## src/rtl/mem_access_sequencer_pkg.sv

```systemverilog
// Shared definitions for the data-memory access sequencer: size encodings,
// controller states and the alignment rule applied when a request is captured.
package mem_seq_pkg;

  localparam logic [1:0] SZ_BYTE = 2'b00;
  localparam logic [1:0] SZ_HALF = 2'b01;
  localparam logic [1:0] SZ_WORD = 2'b10;

  typedef enum logic [2:0] {
    IDLE,
    READ,
    WAIT,
    WRITE,
    DONE,
    ERR
  } state_t;

  // The reserved size encoding is treated as misaligned so one check covers both
  function automatic logic is_misaligned(input logic [1:0] size, input logic [1:0] addr_lo);
    case (size)
      SZ_BYTE: is_misaligned = 1'b0;
      SZ_HALF: is_misaligned = addr_lo[0];
      SZ_WORD: is_misaligned = |addr_lo;
      default: is_misaligned = 1'b1;
    endcase
  endfunction

endpackage

```

## src/rtl/mem_access_sequencer_if.sv

```systemverilog
// Bundle of the datapath request handshake and the data-memory port.
// The slave modport is the sequencer; the master modport is datapath plus memory.
interface mem_access_sequencer_if #(parameter int ADDR_W = 32);

  logic              req;
  logic              mem_read;
  logic              mem_write;
  logic [1:0]        size;
  logic              signed_ld;
  logic [ADDR_W-1:0] addr;
  logic [31:0]       wr_data;
  logic              stall;
  logic              done;
  logic              err;
  logic [31:0]       rd_data;
  logic [ADDR_W-3:0] dm_addr;
  logic              dm_re;
  logic              dm_we;
  logic [31:0]       dm_wdata;
  logic [31:0]       dm_rdata;

  modport slave (
    input  req, mem_read, mem_write, size, signed_ld, addr, wr_data, dm_rdata,
    output stall, done, err, rd_data, dm_addr, dm_re, dm_we, dm_wdata
  );

  modport master (
    output req, mem_read, mem_write, size, signed_ld, addr, wr_data, dm_rdata,
    input  stall, done, err, rd_data, dm_addr, dm_re, dm_we, dm_wdata
  );

endinterface

```

## src/rtl/mem_access_sequencer_byte_lane_unit.sv

```systemverilog
// Little-endian lane logic: extract/extend a sub-word from a memory word and
// merge store data into a memory word. Purely combinational.
module byte_lane_unit
  import mem_seq_pkg::*;
(
  input  logic [31:0] i_word,
  input  logic [1:0]  i_lane,
  input  logic [1:0]  i_size,
  input  logic        i_signed,
  input  logic [31:0] i_wdata,
  output logic [31:0] o_load,
  output logic [31:0] o_merged
);

  logic [4:0]  w_bit_ofs;
  logic [7:0]  w_byte;
  logic [15:0] w_half;

  assign w_bit_ofs = {i_lane, 3'b000};
  assign w_byte    = i_word[w_bit_ofs +: 8];
  assign w_half    = i_lane[1] ? i_word[31:16] : i_word[15:0];

  always_comb begin
    o_load   = i_word;
    o_merged = i_wdata;
    case (i_size)
      SZ_BYTE: begin
        o_load   = {{24{i_signed & w_byte[7]}}, w_byte};
        o_merged = i_word;
        o_merged[w_bit_ofs +: 8] = i_wdata[7:0];
      end
      SZ_HALF: begin
        o_load   = {{16{i_signed & w_half[15]}}, w_half};
        o_merged = i_lane[1] ? {i_wdata[15:0], i_word[15:0]}
                             : {i_word[31:16], i_wdata[15:0]};
      end
      default: ;
    endcase
  end

endmodule

```

## src/rtl/mem_access_sequencer.sv

```systemverilog
// Multi-cycle sequencer turning one load/store request into data-memory cycles,
// with read-modify-write for sub-word stores and extended sub-word loads.
module mem_access_sequencer
  import mem_seq_pkg::*;
#(
  parameter int RD_LAT = 1,
  parameter int ADDR_W = 32
) (
  input logic                  i_clk,
  input logic                  i_rst_n,
  mem_access_sequencer_if.slave bus
);

  localparam logic [1:0] LAT_M1 = 2'(RD_LAT - 1);

  state_t            r_state;
  state_t            w_next;
  logic [ADDR_W-1:0] r_addr;
  logic [1:0]        r_size;
  logic              r_signed;
  logic              r_load;
  logic [31:0]       r_wdata;
  logic [31:0]       r_rdata;
  logic [1:0]        r_wcnt;
  logic              w_illegal;
  logic              w_last_wait;
  logic [31:0]       w_load;
  logic [31:0]       w_merged;

  assign w_illegal   = (bus.mem_read == bus.mem_write) || is_misaligned(bus.size, bus.addr[1:0]);
  assign w_last_wait = (r_state == WAIT) && (r_wcnt == 2'd0);
  assign bus.rd_data = r_rdata;

  byte_lane_unit u_lane (
    .i_word   (bus.dm_rdata),
    .i_lane   (r_addr[1:0]),
    .i_size   (r_size),
    .i_signed (r_signed),
    .i_wdata  (r_wdata),
    .o_load   (w_load),
    .o_merged (w_merged)
  );

  always_ff @(posedge i_clk or negedge i_rst_n) begin
    if (!i_rst_n) r_state <= IDLE;
    else          r_state <= w_next;
  end

  // Memory data is consumed on the last WAIT cycle: loads keep the extended
  // value, sub-word stores overwrite the captured store data with the merged word.
  always_ff @(posedge i_clk or negedge i_rst_n) begin
    if (!i_rst_n) begin
      r_addr   <= '0;
      r_size   <= '0;
      r_signed <= 1'b0;
      r_load   <= 1'b0;
      r_wdata  <= '0;
      r_rdata  <= '0;
      r_wcnt   <= '0;
    end else begin
      case (r_state)
        IDLE: if (bus.req) begin
          r_addr   <= bus.addr;
          r_size   <= bus.size;
          r_signed <= bus.signed_ld;
          r_load   <= bus.mem_read;
          r_wdata  <= bus.wr_data;
        end
        READ: r_wcnt <= LAT_M1;
        WAIT: begin
          if (r_wcnt != 2'd0) r_wcnt  <= r_wcnt - 2'd1;
          else if (r_load)    r_rdata <= w_load;
          else                r_wdata <= w_merged;
        end
        default: ;
      endcase
    end
  end

  always_comb begin
    w_next       = r_state;
    bus.stall    = 1'b0;
    bus.done     = 1'b0;
    bus.err      = 1'b0;
    bus.dm_re    = 1'b0;
    bus.dm_we    = 1'b0;
    bus.dm_wdata = '0;
    bus.dm_addr  = '0;
    if (r_state != IDLE) bus.dm_addr = r_addr[ADDR_W-1:2];
    case (r_state)
      IDLE: begin
        bus.stall = bus.req & i_rst_n;
        if (bus.req) begin
          if (w_illegal)                                  w_next = ERR;
          else if (bus.mem_write && bus.size == SZ_WORD)  w_next = WRITE;
          else                                            w_next = READ;
        end
      end
      READ: begin
        bus.stall = 1'b1;
        bus.dm_re = 1'b1;
        w_next    = WAIT;
      end
      WAIT: begin
        bus.stall = 1'b1;
        if (w_last_wait) w_next = r_load ? DONE : WRITE;
      end
      WRITE: begin
        bus.stall    = 1'b1;
        bus.dm_we    = 1'b1;
        bus.dm_wdata = r_wdata;
        w_next       = DONE;
      end
      DONE: begin
        bus.done = 1'b1;
        w_next   = IDLE;
      end
      ERR: begin
        bus.done = 1'b1;
        bus.err  = 1'b1;
        w_next   = IDLE;
      end
      default: w_next = IDLE;
    endcase
  end

endmodule

```

## src/flat_wrapper.sv

```systemverilog
// flat-port wrapper written by rule: the top's interface ports become plain ports
module mem_access_sequencer_flat import mem_seq_pkg::*;
#(
  parameter int RD_LAT = 1,
  parameter int ADDR_W = 32
)
  (i_clk, i_rst_n, bus_req, bus_mem_read, bus_mem_write, bus_size, bus_signed_ld, bus_addr, bus_wr_data, bus_dm_rdata, bus_stall, bus_done, bus_err, bus_rd_data, bus_dm_addr, bus_dm_re, bus_dm_we, bus_dm_wdata);
  mem_access_sequencer_if #(.ADDR_W(ADDR_W)) bus_i ();
  input logic i_clk;
  input logic i_rst_n;
  input wire logic [$bits(bus_i.req)-1:0] bus_req;
  input wire logic [$bits(bus_i.mem_read)-1:0] bus_mem_read;
  input wire logic [$bits(bus_i.mem_write)-1:0] bus_mem_write;
  input wire logic [$bits(bus_i.size)-1:0] bus_size;
  input wire logic [$bits(bus_i.signed_ld)-1:0] bus_signed_ld;
  input wire logic [$bits(bus_i.addr)-1:0] bus_addr;
  input wire logic [$bits(bus_i.wr_data)-1:0] bus_wr_data;
  input wire logic [$bits(bus_i.dm_rdata)-1:0] bus_dm_rdata;
  output wire logic [$bits(bus_i.stall)-1:0] bus_stall;
  output wire logic [$bits(bus_i.done)-1:0] bus_done;
  output wire logic [$bits(bus_i.err)-1:0] bus_err;
  output wire logic [$bits(bus_i.rd_data)-1:0] bus_rd_data;
  output wire logic [$bits(bus_i.dm_addr)-1:0] bus_dm_addr;
  output wire logic [$bits(bus_i.dm_re)-1:0] bus_dm_re;
  output wire logic [$bits(bus_i.dm_we)-1:0] bus_dm_we;
  output wire logic [$bits(bus_i.dm_wdata)-1:0] bus_dm_wdata;
  assign bus_i.req = bus_req;
  assign bus_i.mem_read = bus_mem_read;
  assign bus_i.mem_write = bus_mem_write;
  assign bus_i.size = bus_size;
  assign bus_i.signed_ld = bus_signed_ld;
  assign bus_i.addr = bus_addr;
  assign bus_i.wr_data = bus_wr_data;
  assign bus_i.dm_rdata = bus_dm_rdata;
  assign bus_stall = bus_i.stall;
  assign bus_done = bus_i.done;
  assign bus_err = bus_i.err;
  assign bus_rd_data = bus_i.rd_data;
  assign bus_dm_addr = bus_i.dm_addr;
  assign bus_dm_re = bus_i.dm_re;
  assign bus_dm_we = bus_i.dm_we;
  assign bus_dm_wdata = bus_i.dm_wdata;
  mem_access_sequencer #(.RD_LAT(RD_LAT), .ADDR_W(ADDR_W)) u_core (.i_clk(i_clk), .i_rst_n(i_rst_n), .bus(bus_i));
endmodule
```

## config.mk

```make
export PLATFORM = sky130hd
export DESIGN_NAME = mem_access_sequencer_flat
export DESIGN_NICKNAME = d
export VERILOG_FILES = /design/src/rtl/mem_access_sequencer_pkg.sv /design/src/rtl/mem_access_sequencer_if.sv /design/src/rtl/mem_access_sequencer_byte_lane_unit.sv /design/src/rtl/mem_access_sequencer.sv /design/src/flat_wrapper.sv
export SDC_FILE = /design/constraint.sdc
export NUM_CORES = 1
export LEC_CHECK = 0
export ABC_AREA = 1
export BUFFER_PORTS_ARGS = -buffer_cell sky130_fd_sc_hd__buf_2
export CAP_MARGIN = 20
export CORE_MARGIN = 10
export CORE_UTILIZATION = 56
export DETAILED_ROUTE_END_ITERATION = 16
export GPL_TIMING_DRIVEN = 0
export HOLD_SLACK_MARGIN = 0.02
export PLACE_DENSITY_LB_ADDON = 0.05
export SLEW_MARGIN = 20
export SYNTH_ARGS = -nofsm -noshare
export SYNTH_HDL_FRONTEND = slang
export SYNTH_SLANG_ARGS = --single-unit
```

## constraint.sdc

```tcl
create_clock -name i_clk -period 6.6 [get_ports i_clk]
set_clock_uncertainty 0.15 [all_clocks]
set_input_delay 0.33 -clock i_clk [delete_from_list [all_inputs] [get_ports i_clk]]
set_output_delay 0.33 -clock i_clk [all_outputs]
set_load 0.01 [all_outputs]
```

## After elaboration in Yosys (flattened, before gate mapping)

Index checks and enable logic that the tools add are counted.

| word-level totals | value |
|---|---|
| register bits | 105 |
| input bits | 104 |
| word-level logic and storage cells | 79 |

| cells by class | value |
|---|---|
| $add $sub $neg | 2 |
| eq/ne operators | 16 |
| shift-type cells | 3 |
| muxes and demuxes | 25 |
| bitwise logic cells | 4 |
| reduce and logical (&&, ||, !) cells | 20 |

Operators with widths:

| cell | number |
|---|---|
| case mux 32 bit (2 select lines) | 3 |
| 2-to-1 mux 32 bit | 5 |
| bitwise mux 32 bit | 1 |
| variable shift 8 x 7 -> 32 bit, first input constant | 1 |
| variable part select 32 x 6 -> 8 bit | 1 |
| variable part select 8 x 7 -> 32 bit | 1 |
| 2-to-1 mux 30 bit | 1 |
| 2-to-1 mux 16 bit | 1 |
| 2-to-1 mux 3 bit | 4 |
| case mux 3 bit (4 select lines) | 1 |
| != test 2 bit, second input constant | 4 |
| negator 5 -> 7 bit | 1 |
| equality test 3 x 2 -> 1 bit, second input constant | 2 |
| equality test 3 bit, second input constant | 2 |
| zero test 2 bit | 3 |
| AND reduction 2 bit | 3 |
| AND reduction 6 bit | 1 |
| nonzero test 2 bit | 3 |
| AND reduction 5 bit | 1 |
| equality test 2 x 1 -> 1 bit, second input constant | 2 |
| 2-to-1 mux 1 bit | 4 |
| 2-to-1 mux 2 bit | 2 |
| case mux 2 bit (2 select lines) | 1 |
| OR reduction 2 bit | 2 |
| other kinds (17) | 20 |

## Longest topological paths before layout

Gate-level depths: netlist of run 1.

| logic depth | value |
|---|---|
| depth in word-level cells | 7 |
| mapped depth | 12 |
| depth with buffers taken out | 10 |

## Modules after synthesis

A second synthesis of run 1 with hierarchy kept.

| second synthesis, totals | value |
|---|---|
| cell total of the unflattened synthesis | 1088 |
| area total of the unflattened synthesis | 6827.8 um2 |

Modules (own cells, without submodules):

| module | instances | cells each | area each (um2) | seq. area each (um2) |
|---|---|---|---|---|
| mem_access_sequencer | 1 | 687 | 5022.3 | 2627.5 |
| byte_lane_unit | 1 | 401 | 1805.5 | 0.0 |

## Least setup slack after synthesis of run 1

No wires, ideal clock.

| timing | value |
|---|---|
| path type | register to register |
| start point | reg u_core.r_addr[1] |
| end point | reg u_core.r_wdata[24] |
| library setup time | 77 ps |
| data arrival time | 1996 ps |
| required time | 6373 ps |
| setup slack | 4376 ps |
| stages on the path, launching flop included | 10 |
| buffers on the path | 2 |
| period minus slack after synthesis | 2224 ps |
| cells stage by stage | dfrtp_1 > buf_2 > inv_1 > buf_1 > ha_1 > nor2_1 > nand3_1 > nand3_1 > nand3_1 > a21oi_1 |

| on the way | value |
|---|---|
| longest elaborated chain between the ends | 7 |

RTL lines:

| what | RTL line | text |
|---|---|---|
| from (decl) | mem_access_sequencer.sv:18 | `logic [ADDR_W-1:0] r_addr;` |
| from (signal assigned) | mem_access_sequencer.sv:63 | `r_addr <= bus.addr;` |
| negator 5 -> 7 bit | mem_access_sequencer_byte_lane_unit.sv:30 | `o_merged[w_bit_ofs +: 8] = i_wdata[7:0];` |
| variable part select 8 x 7 -> 32 bit / variable shift 8 x 7 -> 32 bit (equally long branches) | mem_access_sequencer_byte_lane_unit.sv:30 |  |
| bitwise mux 32 bit | mem_access_sequencer_byte_lane_unit.sv:30 |  |
| case mux 32 bit (2 select lines) (*) | mem_access_sequencer_byte_lane_unit.sv:26 | `case (i_size)` |
| 2-to-1 mux 32 bit (*) | mem_access_sequencer.sv:72 | `else if (r_load) r_rdata <= w_load;` |
| 2-to-1 mux 32 bit (*) | mem_access_sequencer.sv:71 | `if (r_wcnt != 2'd0) r_wcnt <= r_wcnt - 2'd1;` |
| case mux 32 bit (2 select lines) (*) | mem_access_sequencer.sv:61 | `case (r_state)` |
| to (signal assigned) | mem_access_sequencer.sv:67 | `r_wdata <= bus.wr_data;` |
| to (signal assigned) | mem_access_sequencer.sv:73 | `else r_wdata <= w_merged;` |
| to (decl) | mem_access_sequencer.sv:22 | `logic [31:0] r_wdata;` |

Every way passes the cells marked *; elsewhere a longest branch is shown, timed or not. The select of a mux whose other input is x is not followed.
A chain may end at the register's enable or synchronous reset.

## Worst setup path in the final report of run 1

Ends and elaborated chain as after synthesis.

==> results_dict.tcl, run 1 <==
set metrics [dict create \
    die_h_um 128.6 \
    maximum_single_stage_delay_on_the_critical_path_ns 0.46 \
    avgSynthCellArea_um2 6.423 \
    syn_nets 1138 \
    cts_tree "built" \
    timing.final.crit_period_ns 2.860 \
    layout-drive-gt1-share_pct 20.35 \
    layout.nets 1368 \
    timing.setup.critical_path_class "reg -> reg" \
    detailed_place.area_mm2 0.007826 \
    timing_hold_violations_final 0 \
    grt_pass1_vias 7016 \
    routed-via-count 7284 \
    floorplan.initialDensity_pct 57.58 \
    detail_route.wl_per_cell_um 15.87 \
    ios 203 \
    io_buffers 202 \
    overflow_left_after_global_routing 0 \
    antenna_found_initial 2 \
    floorplan.rows 39 \
    crit_path_cell_trace "buf_2 > inv_1 > buf_1 > ha_1 > nor2_1 > nand3_1 > nand3_1 > nand3_1 > a21oi_1" \
    worst-slew-pin-transition_ns 0.6481 \
    synthDistinctLibCells 31 \
    drv_slew 0 \
    avgViaCountPerCell 5.177 \
    area_growth_pct 25.39 \
    synth_edf_count 0 \
    total_power_uw 3675 \
    die-area_mm2 0.01653 \
    crit_path_max_fanout 12 \
    drc_errors 0 \
    tritoncts_num_sinks 105 \
    setup.worst_path.start_class "flip-flop" \
    ys.flop_type "sky130_fd_sc_hd__dfrtp_1" \
    clk-insertion-delay-late_ns 0.36 \
    power-per-cell-area_mw_per_mm2 443.9 \
    result_of_the_run "finished clean" \
    critical_path_arrival_ns 3.00 \
    cts_made_buffers 9 \
    synthArstFlopShare_pct 100.0 \
    rsz0062_at_grt "no" \
    seq_area_mm2 0.002628 \
    critPathRequiredTime_ns 6.74 \
    max_cap_violations 0 \
    static-leakage-power_uw 0.004881 \
    multiInputGateArea_mm2 0.003133 \
    cts_root_buffer "sky130_fd_sc_hd__clkbuf_16" \
    cts.reportedPaths.clkPinSlew_ns 0.08 \
    hp-class "in -> reg" \
    mappedNetlistArea_mm2 0.006603 \
    fmaxAchievable_mhz 349.6 \
    critical_path.most_common_cell "sky130_fd_sc_hd__nand3_1" \
    final_util_pct 72.20 \
    count_of_h_tree_levels_built_during_cts 3 \
    chipWidth_um 128.6 \
    totalWireLength_um 22340 \
    critical-path-slowest-cell "sky130_fd_sc_hd__buf_1" \
    synth.ff_latch_count 105 \
    fill_cell_count 1015 \
    finish.instance_area_mm2 0.008279 \
    finalSetupViolCount 0 \
    synth.yosys.warnings 0 \
    yosysSeqAreaShare_pct 39.80 \
    worst_slew_margin_rel_pct 56.63 \
    max-clock-path-buffers 2 \
    antenna_violating_nets_post_route 0 \
    global_route.usage.total_pct 26.60 \
    drt_pass1_iterations 5 \
    max_vdd_drop_mv 0.3278 \
    grt_pass1_wl_um 35290 \
    grt_max_degree 67 \
    fin_tns_setup_ns 0 \
    final_hpwl_from_detailed_placement_um 17500 \
    core_mm2 0.01147 \
    globalplace.congestion 0.9523 \
    end_kind "flip-flop" \
    syn-instance-count 1028 \
    post_cts_buffers 0 \
    period_share_pct 43.34 \
    drt_iter0_drc 662 \
]
[cells by family after synthesis]
kind of cell	Yosys count	synth area share [%]
adder cells (fa/ha/maj)	6	1.137
AO/OA/AOI/OAI	151	12.00
AND/OR/NAND/NOR	549	34.19
XOR/XNOR	1	0.1327
flip-flops	105	39.80
buffers and inverters	216	12.75
[report_power, final]
part	leakage, uW	switching [uW]	internal, uW
logic	0.00347	1320	671
clock network	0.000138	269	266
registers	0.00127	192	958
total	0.00488	1780	1890
[path summary, 6_finish.rpt]
kind                                            start               endpoint  slack (ns)  cells after the start
worst max-delay path                 u_core.r_addr[1]     u_core.r_wdata[24]        3.74                      9
worst min-delay path                     bus_addr[25]      u_core.r_addr[25]        0.02                      3
min in group asynchronous                     i_rst_n      u_core.r_addr[28]        0.32                      2
max in group asynchronous                     i_rst_n     u_core.r_wdata[30]        5.33                      3
worst max register to register       u_core.r_addr[1]     u_core.r_wdata[24]        3.74                      9
worst min register to register  u_core.bus.rd_data[7]  u_core.bus.rd_data[7]        0.32                      2
[per-stage QoR]
stage / setup slack (ns) / instances / hold slack [ns]
after global routing: 3.534 / 1406 / 0.03114
after global placement: 3.526 / 1373 / 0.3069
final: 3.740 / 1407 / 0.02403
after floorplan: 4.376 / 1028 / -0.1156
after detailed placement: 3.830 / 1374 / 0.1167
after CTS: 3.822 / 1406 / 0.02002
[cells in the final DEF, fill, tap and decap left out, types with 2 or more instances in the layout]
cell type,n
sky130_fd_sc_hd__a21boi_0,7
sky130_fd_sc_hd__a21oi_1,54
sky130_fd_sc_hd__a31oi_1,7
sky130_fd_sc_hd__buf_1,4
sky130_fd_sc_hd__buf_2,216
sky130_fd_sc_hd__buf_6,2
sky130_fd_sc_hd__clkbuf_1,25
sky130_fd_sc_hd__clkbuf_16,9
sky130_fd_sc_hd__dfrtp_1,105
sky130_fd_sc_hd__dlygate4sd3_1,16
sky130_fd_sc_hd__ha_1,6
sky130_fd_sc_hd__inv_1,166
sky130_fd_sc_hd__inv_2,4
sky130_fd_sc_hd__inv_6,2
sky130_fd_sc_hd__nand2_1,349
sky130_fd_sc_hd__nand2_2,5
sky130_fd_sc_hd__nand2_4,2
sky130_fd_sc_hd__nand3_1,70
sky130_fd_sc_hd__nand3b_1,3
sky130_fd_sc_hd__nor2_1,110
sky130_fd_sc_hd__nor2_4,5
sky130_fd_sc_hd__o21ai_0,79
[layer usage]
layer  vias to the layer above  track usage, %  routed length, um
met2                       324           43.25              10390
met3                        47           8.871               2219
met5                         -               0                 25
li1                       3611               -                  -
met1                      3298           32.63               9113
met4                         4           8.775                584
[final cells by class]
cell class	instances	area share (%)
clock buffers	10	2.766
inverters	171	7.768
plain buffers	45	2.403
well taps	143	2.161
clock inverters	6	0.7405
diodes	1	0.03023
flip-flops and latches	105	31.74
repair buffers	219	14.55
multi-input cells	707	37.84
[Yosys cell counts (2+ instances only)]
| library cell | n | area share [%] |
|---|---|---|
| sky130_fd_sc_hd__a21boi_0 | 7 | 0.80 |
| sky130_fd_sc_hd__a21oi_1 | 54 | 4.1 |
| sky130_fd_sc_hd__a31oi_1 | 7 | 0.66 |
| sky130_fd_sc_hd__buf_1 | 4 | 0.23 |
| sky130_fd_sc_hd__buf_2 | 15 | 1.1 |
| sky130_fd_sc_hd__clkbuf_1 | 24 | 1.4 |
| sky130_fd_sc_hd__dfrtp_1 | 105 | 40 |
| sky130_fd_sc_hd__ha_1 | 6 | 1.1 |
| sky130_fd_sc_hd__inv_1 | 166 | 9.4 |
| sky130_fd_sc_hd__inv_2 | 4 | 0.23 |
| sky130_fd_sc_hd__nand2_1 | 349 | 20 |
| sky130_fd_sc_hd__nand2_2 | 5 | 0.47 |
| sky130_fd_sc_hd__nand2_4 | 2 | 0.34 |
| sky130_fd_sc_hd__nand3_1 | 70 | 5.3 |
| sky130_fd_sc_hd__nand3b_1 | 3 | 0.34 |
| sky130_fd_sc_hd__nor2_1 | 110 | 6.3 |
| sky130_fd_sc_hd__nor2_4 | 5 | 0.85 |
| sky130_fd_sc_hd__o21ai_0 | 79 | 6.0 |
[state kept, by name, summed over array words and instances, names as in the netlist]
name                flops
u_core.bus.rd_data     32
u_core.r_signed         1
u_core.r_addr          32
u_core.r_wcnt           2
u_core.r_load           1
u_core.r_state          3
u_core.r_wdata         32
u_core.r_size           2
[what timing repair did]
item	4_1_cts	5_1_grt
hold endpoints to repair	55	0
hold buffers	16	0
resized for setup	0	0
[critical path, delay by kind of cell, from the launching register on]
family | cells | cell delay (ns)
flip-flops | 1 | 0.45
adder cells (fa/ha/maj) | 1 | 0.37
AO/OA/AOI/OAI | 1 | 0.17
buffers and inverters | 3 | 0.86
AND/OR/NAND/NOR | 4 | 0.78
Power figures use the tool's default switching activity.
==> inputs of run 2 (changes only) <==
--- a/config.mk
+++ b/config.mk
@@ -5,11 +5,11 @@
 export SDC_FILE = /design/constraint.sdc
 export NUM_CORES = 1
 export LEC_CHECK = 0
-export ABC_AREA = 1
+export ABC_AREA = 0
 export BUFFER_PORTS_ARGS = -buffer_cell sky130_fd_sc_hd__buf_2
 export CAP_MARGIN = 20
 export CORE_MARGIN = 10
-export CORE_UTILIZATION = 56
+export CORE_UTILIZATION = 50
 export DETAILED_ROUTE_END_ITERATION = 16
 export GPL_TIMING_DRIVEN = 0
 export HOLD_SLACK_MARGIN = 0.02
==> constraint.sdc (replaced) <==
create_clock -name i_clk -period 2.9 [get_ports i_clk]
set_clock_uncertainty 0.15 [all_clocks]
set_input_delay 0.145 -clock i_clk [delete_from_list [all_inputs] [get_ports i_clk]]
set_output_delay 0.145 -clock i_clk [all_outputs]
set_load 0.01 [all_outputs]
==> run 2 against run 1 <==
Against the previous run: first-iteration DRC count decreased by 20%; via count decreased by 21%; maximum frequency increased by 3.5%; largest cell class unchanged; clock power increased by 150%; global-route usage decreased by 2.3 points; wire length decreased by 9.5%; largest power group unchanged.
==> results_dict.tcl, run 2 <==
set metrics [dict create \
    result_of_the_run "finished clean" \
    worst-slew-pin-transition_ns 0.9959 \
    setup.worst_path.start_class "flip-flop" \
    mappedNetlistArea_mm2 0.005690 \
    drv_slew 0 \
    synth.yosys.warnings 0 \
    timing.final.crit_period_ns 2.763 \
    routed-via-count 5746 \
    timing.hold.ws_ns 0.009193 \
    chipWidth_um 126.7 \
    floorplan.rows 38 \
    tritoncts_num_sinks 105 \
    synth_top_cell_area_share_pct 46.17 \
    crit_path_max_fanout 9 \
    post_synth_main_area_contributors "sky130_fd_sc_hd__dfrtp_1 46%, sky130_fd_sc_hd__mux2_2 10%, sky130_fd_sc_hd__nand2_1 5.1%" \
    setup_ws_ns 0.1372 \
    detail_route.wl_per_cell_um 19.61 \
    hp-class "in -> reg" \
    synthDistinctLibCells 50 \
    end_kind "flip-flop" \
    critical_path_arrival_ns 2.91 \
    timing_hold_violations_final 0 \
    finalSetupViolCount 0 \
    period_share_pct 95.27 \
    yosysSeqAreaShare_pct 46.17 \
    fmaxAchievable_mhz 362.0 \
    syn_nets 703 \
    floorplan.initialDensity_pct 51.81 \
    globalplace.congestion 0.9513 \
    detailed_place.area_mm2 0.006910 \
    drt_iter0_drc 531 \
    grt_max_degree 55 \
    ios 203 \
    cts_made_buffers 9 \
    global_route.usage.total_pct 24.31 \
    synth_edf_count 0 \
    worst_slew_margin_rel_pct 33.21 \
    max-clock-path-buffers 2 \
    timing.setup.critical_path_class "reg -> reg" \
    cts_tree "built" \
    layout.cells.most_common_list "213 x sky130_fd_sc_hd__buf_2, 105 x sky130_fd_sc_hd__dfrtp_1, 78 x sky130_fd_sc_hd__nand2_1, 76 x sky130_fd_sc_hd__dlygate4sd3_1, 51 x sky130_fd_sc_hd__mux2_2" \
    synth.ff_latch_count 105 \
    clk-insertion-delay-late_ns 0.36 \
    syn-instance-count 593 \
    antenna_violating_nets_post_route 0 \
    max_vdd_drop_mv 0.5560 \
    critPathRequiredTime_ns 3.05 \
    grt_pass1_wl_um 31570 \
    mostFrequentLayoutCell "sky130_fd_sc_hd__buf_2" \
    layout.nets 996 \
    synth_top_cell_by_area "sky130_fd_sc_hd__dfrtp_1" \
    overflow_left_after_global_routing 0 \
    avgViaCountPerCell 5.573 \
    io_buffers 202 \
    synthArstFlopShare_pct 100.0 \
    cts.reportedPaths.clkPinSlew_ns 0.07 \
    drt_pass1_iterations 6 \
    die-area_mm2 0.01605 \
    drc_errors 0 \
    antenna_found_initial 1 \
    die_h_um 126.7 \
    avgSynthCellArea_um2 9.596 \
    grt_pass1_vias 5893 \
    power-per-cell-area_mw_per_mm2 1002 \
    static-leakage-power_uw 0.003740 \
    ys.flop_type "sky130_fd_sc_hd__dfrtp_1" \
    fin_tns_setup_ns 0 \
    core_mm2 0.01098 \
    max_cap_violations 0 \
    synth.most_common_cell "sky130_fd_sc_hd__dfrtp_1" \
    layout-drive-gt1-share_pct 33.26 \
    totalWireLength_um 20220 \
    count_of_h_tree_levels_built_during_cts 3 \
    final_hpwl_from_detailed_placement_um 14760 \
    area_growth_pct 41.05 \
    cts_root_buffer "sky130_fd_sc_hd__clkbuf_16" \
    finish.instance_area_mm2 0.008026 \
    place_worst_setup_slack_ns 0.3285 \
    yosys-top-cells-count "105 x sky130_fd_sc_hd__dfrtp_1, 78 x sky130_fd_sc_hd__nand2_1, 51 x sky130_fd_sc_hd__mux2_2, 47 x sky130_fd_sc_hd__nor2_1, 35 x sky130_fd_sc_hd__a21oi_1" \
    final_util_pct 73.08 \
]
-- run 2: cell count changes in the layout (fill, tap and decap cells not counted), sizes merged, moves of 51 or more --
cell / before / now
inv: 173 / 9
nand2: 356 / 79
dlygate4sd3: 16 / 76
mux2: 0 / 51
nor2: 115 / 47
nand3: 72 / 1
o21ai: 80 / 29
-- run 2: critical path, cell delays in order, from the launching register on --
cell	delay, ns
sky130_fd_sc_hd__dfrtp_1	0.55
sky130_fd_sc_hd__clkinvlp_4	0.24
sky130_fd_sc_hd__ha_1	0.36
sky130_fd_sc_hd__nor2b_1	0.19
sky130_fd_sc_hd__nand3_1	0.12
sky130_fd_sc_hd__o21ai_0	0.19
sky130_fd_sc_hd__a21oi_1	0.06
sky130_fd_sc_hd__o31ai_1	0.25
sky130_fd_sc_hd__dlygate4sd3_1	0.58
-- run 2: cell type report --
class	instances	area, um2
Antenna cell	1	2.502
Buffer	38	157.7
Clock buffer	10	239.0
Clock inverter	5	80.08
Fill cell	839	2957
Inverter	11	45.04
Multi-Input combinational cell	439	2872
Sequential cell	105	2628
Tap cell	140	175.2
Timing Repair Buffer	282	1828
-- run 2: cells by family after synthesis --
group           Yosys count  share of synthesized area (%)
compound gates          142                          17.26
xor+xnor                  1                         0.1539
fa+ha+maj                 6                          1.319
buf+inv                  49                          3.496
flops                   105                          46.17
mux                      51                          10.09
simple gates            239                          21.50
-- run 2: worst paths after layout --
path	cells past startpoint	slack, ns	to	startpoint
worst max-delay path	8	0.14	u_core.r_wdata[15]	u_core.r_addr[1]
worst min-delay path	4	0.009	u_core.r_wdata[28]	bus_wr_data[28]
worst max register to register	8	0.14	u_core.r_wdata[15]	u_core.r_addr[1]
worst min register to register	2	0.34	u_core.bus.rd_data[5]	u_core.bus.rd_data[5]
max in group asynchronous	3	1.81	u_core.r_addr[7]	i_rst_n
min in group asynchronous	2	0.15	u_core.bus.rd_data[24]	i_rst_n
-- run 2: through the flow --
stage | instances | total power, uW
5_1_grt | 1030 | 8643
2_1_floorplan | 593 | 5156
6_report | 1031 | 8046
3_5_place_dp | 936 | 6557
4_1_cts | 1027 | 7984
3_3_place_gp | 935 | 6436
-- run 2: metal layers --
layer | vias up | wire (um) | GRT usage (%)
li1 | 2707 | - | -
met1 | 2684 | 7984 | 29.36
met2 | 297 | 9436 | 39.28
met3 | 56 | 2025 | 6.955
met4 | 2 | 769 | 11.39
met5 | - | 7 | 0
-- run 2: power breakdown --
| group | internal [uW] | switching [uW] | leakage (uW) | total (uW) |
|---|---|---|---|---|
| sequential | 2200 | 539 | 0.00124 | 2740 |
| combinational | 1760 | 2220 | 0.00235 | 3980 |
| clock | 774 | 553 | 0.000151 | 1330 |
| total | 4730 | 3310 | 0.00374 | 8050 |
-- run 2: repair_timing --
action	CTS	global route
resized for setup	0	2
setup endpoints to repair	0	1
endpoints found under the hold margin	128	0
hold buffers	76	0
setup buffers	0	3
